==> config.mk <==
export PLATFORM = sky130hd
export DESIGN_NAME = convolution_procesor_tap_line
export DESIGN_NICKNAME = d
export VERILOG_FILES = /design/src/rtl/convolution_procesor_tap_line.sv
export SDC_FILE = /design/constraint.sdc
export NUM_CORES = 1
export LEC_CHECK = 0
export BUFFER_PORTS_ARGS = -buffer_cell sky130_fd_sc_hd__buf_2
export CAP_MARGIN = 15
export CORE_MARGIN = 5
export CORE_UTILIZATION = 41
export DETAILED_ROUTE_END_ITERATION = 10
export HOLD_SLACK_MARGIN = 0.02
export PLACE_DENSITY_LB_ADDON = 0.3
export SLEW_MARGIN = 25
export SYNTH_ARGS = -nofsm -noshare
export SYNTH_HDL_FRONTEND = slang
export SYNTH_SLANG_ARGS = --single-unit
==> constraint.sdc <==
create_clock -name clk -period 1.5 [get_ports clk]
set_input_delay 0.3 -clock clk [delete_from_list [all_inputs] [get_ports clk]]
set_output_delay 0.3 -clock clk [all_outputs]
set_load 0.01 [all_outputs]
==> src/rtl/convolution_procesor_tap_line.sv <==
// Multi-stage sample shift line with parallel tap access, fill counter and window-valid strobe.
// Optional circular rotate on shift is enabled by defining CONV_TAPLINE_ROTATE_EN.
module convolution_procesor_tap_line #(
    parameter  int DATA_WIDTH = 8,
    parameter  int DEPTH      = 4,
    localparam int CNT_WIDTH  = $clog2(DEPTH + 1)
) (
    input  logic                        clk,
    input  logic                        rstn,
    input  logic                        clrh,
    input  logic                        shift_en,
    input  logic                        ld,
`ifdef CONV_TAPLINE_ROTATE_EN
    input  logic                        rot_en,
`endif
    input  logic [DATA_WIDTH-1:0]       data_i,
    input  logic [DATA_WIDTH*DEPTH-1:0] ld_data_i,
    output logic [DATA_WIDTH*DEPTH-1:0] taps_o,
    output logic [DATA_WIDTH-1:0]       data_o,
    output logic [CNT_WIDTH-1:0]        count_o,
    output logic                        full_o,
    output logic                        valid_o
);

    localparam logic [CNT_WIDTH-1:0] CNT_FULL = CNT_WIDTH'(DEPTH);

    logic [DATA_WIDTH-1:0] stage [DEPTH];
    logic [CNT_WIDTH-1:0]  count;
    logic                  valid;

    function automatic logic [CNT_WIDTH-1:0] sat_inc(input logic [CNT_WIDTH-1:0] c);
        if (c == CNT_FULL) begin
            return c;
        end
        return c + 1'b1;
    endfunction

    // Priority: ld > shift_en > clrh > hold.
    always_ff @(posedge clk or negedge rstn) begin
        if (!rstn) begin
            for (int k = 0; k < DEPTH; k++) begin
                stage[k] <= '0;
            end
            count <= '0;
            valid <= 1'b0;
        end else if (ld) begin
            for (int k = 0; k < DEPTH; k++) begin
                stage[k] <= ld_data_i[k*DATA_WIDTH +: DATA_WIDTH];
            end
            count <= CNT_FULL;
            valid <= 1'b1;
        end else if (shift_en) begin
            for (int k = 1; k < DEPTH; k++) begin
                stage[k] <= stage[k-1];
            end
`ifdef CONV_TAPLINE_ROTATE_EN
            if (rot_en) begin
                stage[0] <= stage[DEPTH-1];
                valid    <= (count == CNT_FULL);
            end else begin
                stage[0] <= data_i;
                count    <= sat_inc(count);
                valid    <= (sat_inc(count) == CNT_FULL);
            end
`else
            stage[0] <= data_i;
            count    <= sat_inc(count);
            valid    <= (sat_inc(count) == CNT_FULL);
`endif
        end else if (clrh) begin
            for (int k = 0; k < DEPTH; k++) begin
                stage[k] <= '0;
            end
            count <= '0;
            valid <= 1'b0;
        end else begin
            valid <= 1'b0;
        end
    end

    for (genvar g = 0; g < DEPTH; g++) begin : g_taps
        assign taps_o[g*DATA_WIDTH +: DATA_WIDTH] = stage[g];
    end

    assign data_o  = stage[DEPTH-1];
    assign count_o = count;
    assign full_o  = (count == CNT_FULL);
    assign valid_o = valid;

endmodule

==> flow_metrics.py <==
metrics = {
    "yosys": {
        "synth-seq-cells": 36,
        "syn_avg_cell_area_sq_um": 8.94,
        "syn_inst": 204,
        "synth_nets": 251,
        "syn_area_sq_um": 1820,
        "yosysSeqAreaShare": 0.494,
        "synth_cell_types": 22,
        "ys_warn_count": 0,
    },
    "place": {
        "hpwl_microns": 3500,
        "dp.cells": 329,
        "placed_area_sq_um": 2320,
        "gp_congestion": 0.770,
        "io_buffer_count": 89,
    },
    "setup_path": {
        "worstSetupStartpointType": "register",
        "worstPathMaxFanout": 4,
        "crit_buf_inv": 3,
        "worst-path-stages": 5,
        "path_delay_family": "flip-flops",
        "crit_start": "count_o[0]",
        "critPathCaptureType": "primary output",
        "slowest_delay_ps": 410,
        "cp.required_ps": 1200,
        "reg2reg_depth": 4,
        "cp_cell_sequence": "inv_2, ha_4, nand2_2, inv_2, buf_6",
        "critical_path_class": "reg -> out",
        "cpMostUsedCell": "inv_2",
        "cp.arrival_ps": 1170,
        "rr_startpoint": "count_o[1]",
        "slowest_stage": "dfrtp_1",
    },
    "clocking": {
        "cts_tree": "yes",
        "cts_buffers": 5,
        "clock_latency_ps": 280,
        "clock-sinks": 36,
        "cts_root_buf": "clkbuf_8",
        "clock_path_buffers": 2,
        "clk_pin_slew_ps": 70,
        "ctsHtreeMaxLevel": 2,
    },
    "sta": {
        "relSlewSlack": 0.697,
        "setup_viol": 0,
        "min_period_ps": 1470,
        "fin_setup_tns_ps": 0,
        "fmax_ghz": 0.681,
        "worst_pin_slew_ps": 454,
        "slew_violations": 0,
        "fin_crit_sh": 0.979,
        "skew_ps": 1.55,
        "hold_violations": 0,
    },
    "detailed_routing": {
        "vias": 1779,
        "drc": 0,
        "routedWlPerCell_microns": 14.3,
        "ant_nets": 0,
        "wl_microns": 4910,
        "drt-initial-drc-count": 77,
        "avgViaCountPerCell": 5.19,
        "first_pass_iters": 4,
    },
    "min_path": {
        "hp-class": "in -> reg",
        "hp-start": "ld_data_i[5]",
        "min_delay_path_depth": 3,
    },
    "power_and_ir_drop": {
        "p_leak_nw": 1.20,
        "totalPowerFinal_mw": 2.38,
        "irDropWorstVdd_mv": 0.454,
        "powerDensity_nw_per_um2": 962,
    },
    "finish": {
        "insertedDiodeCount": 0,
        "mostFrequentLayoutCells": "88 x buf_2, 36 x dfrtp_1, 33 x o21ai_0",
        "nets": 337,
        "area_growth_pct": 35.7,
        "final_cells": 343,
        "final_util": 0.572,
        "layout-drive-gt1-share": 0.399,
        "final_cell_area_sq_um": 2470,
        "layout_commonest_cell": "buf_2",
    },
    "job": {
        "maxCapViolations": 0,
    },
    "grt": {
        "antenna_found_initial": 0,
        "overflow": 0,
        "grt_pass1_wl_microns": 7870,
        "grt_pass1_vias": 1650,
        "grt_max_degree": 39,
        "grt_util_all_layers": 0.161,
    },
    "floorplan": {
        "io_pins": 90,
        "start_util": 0.422,
        "dieHeight_microns": 76.7,
        "rows": 24,
        "die_w_microns": 76.7,
        "dieArea_sq_um": 5880,
        "coreArea_sq_um": 4320,
    },
    "status": {
        "status": "finished clean",
    },
}
[metrics by stage]
| step | hold WS (ps) | setup WS (ps) |
|---|---|---|
| after floorplan | 4.41 | 40.6 |
| after global placement | 272 | 126 |
| after detailed placement | 278 | 63.2 |
| after CTS | 213 | 4.33 |
| after global routing | 213 | -17.0 |
| final | 221 | 31.6 |
[layout make-up]
cell class / count / area (sq um)
Fill cell: 412 / 1850
Multi-Input combinational cell: 138 / 783
Timing Repair Buffer: 104 / 617
Inverter: 5 / 18.8
Clock buffer: 8 / 90.1
Sequential cell: 36 / 901
Tap cell: 52 / 65.1
[power breakdown]
group          internal (mW)  switching (mW)  leakage, nW
combinational          0.274           0.285        0.710
clock                  0.375           0.327       0.0455
sequential              1.05          0.0660        0.446
total                   1.70           0.678         1.20
[synth_stat cells]
library cell | number | area share
a22oi_1 | 9 | 0.037
ha_1 | 2 | 0.014
or3b_1 | 1 | 0.0048
o21bai_1 | 1 | 0.0041
or2b_2 | 1 | 0.0048
o21ai_0 | 33 | 0.091
a211oi_1 | 1 | 0.0041
nor3_1 | 1 | 0.0027
nor2_2 | 1 | 0.0034
inv_1 | 5 | 0.010
nor3b_1 | 24 | 0.099
a31oi_1 | 1 | 0.0034
buf_2 | 10 | 0.027
nand4b_1 | 1 | 0.0048
buf_4 | 8 | 0.033
nor2_1 | 1 | 0.0021
clkbuf_1 | 6 | 0.012
a31o_1 | 1 | 0.0048
dfrtp_1 | 36 | 0.49
a21oi_1 | 27 | 0.074
nand2_1 | 33 | 0.068
buf_1 | 1 | 0.0021
[cell families (layout without fill, tap and decap cells)]
group | count (synthesis) | count (layout) | synth area share
fa+ha+maj | 2 | 2 | 0.0137
buf+inv | 30 | 117 | 0.0850
simple gates | 63 | 63 | 0.189
flops | 36 | 36 | 0.494
compound gates | 73 | 73 | 0.218
[state kept, by name, indices dropped and copies added, names as in the netlist]
signal   flops
data_o       8
count_o      3
taps_o      24
valid_o      1
[tightest hold or removal path, delay by kind of cell]
kind | cells | cell delay (ps)
buffers and inverters | 1 | 70
AOI/OAI and AO/OA | 1 | 60
and+or+nand+nor | 1 | 40
[path summary, 6_finish.rpt]
check                              to  slack (ps)
min                         taps_o[5]         220
max in group asynchronous   taps_o[0]         550
min in group asynchronous  count_o[2]         500
min reg2reg                 data_o[7]         590
max                            full_o          30
max reg2reg                   valid_o          80
[timing repair]
item                                    CTS  global route
hold buffers                              1             0
endpoints found under the setup margin    1             1
setup buffers                             0             5
endpoints found under the hold margin    17             0
pin swaps                                 1             1
resized for setup                         4             3
[routing by layer]
metal	global-route usage	routed length, microns	share of wire	vias to the layer above
met4	0.0524	58	0.012	0
met3	0.0468	382	0.078	7
met1	0.212	2140	0.44	829
met2	0.255	2330	0.47	69
li1	-	-	-	874
met5	0	0	0	-
Power figures use the tool's default switching activity.
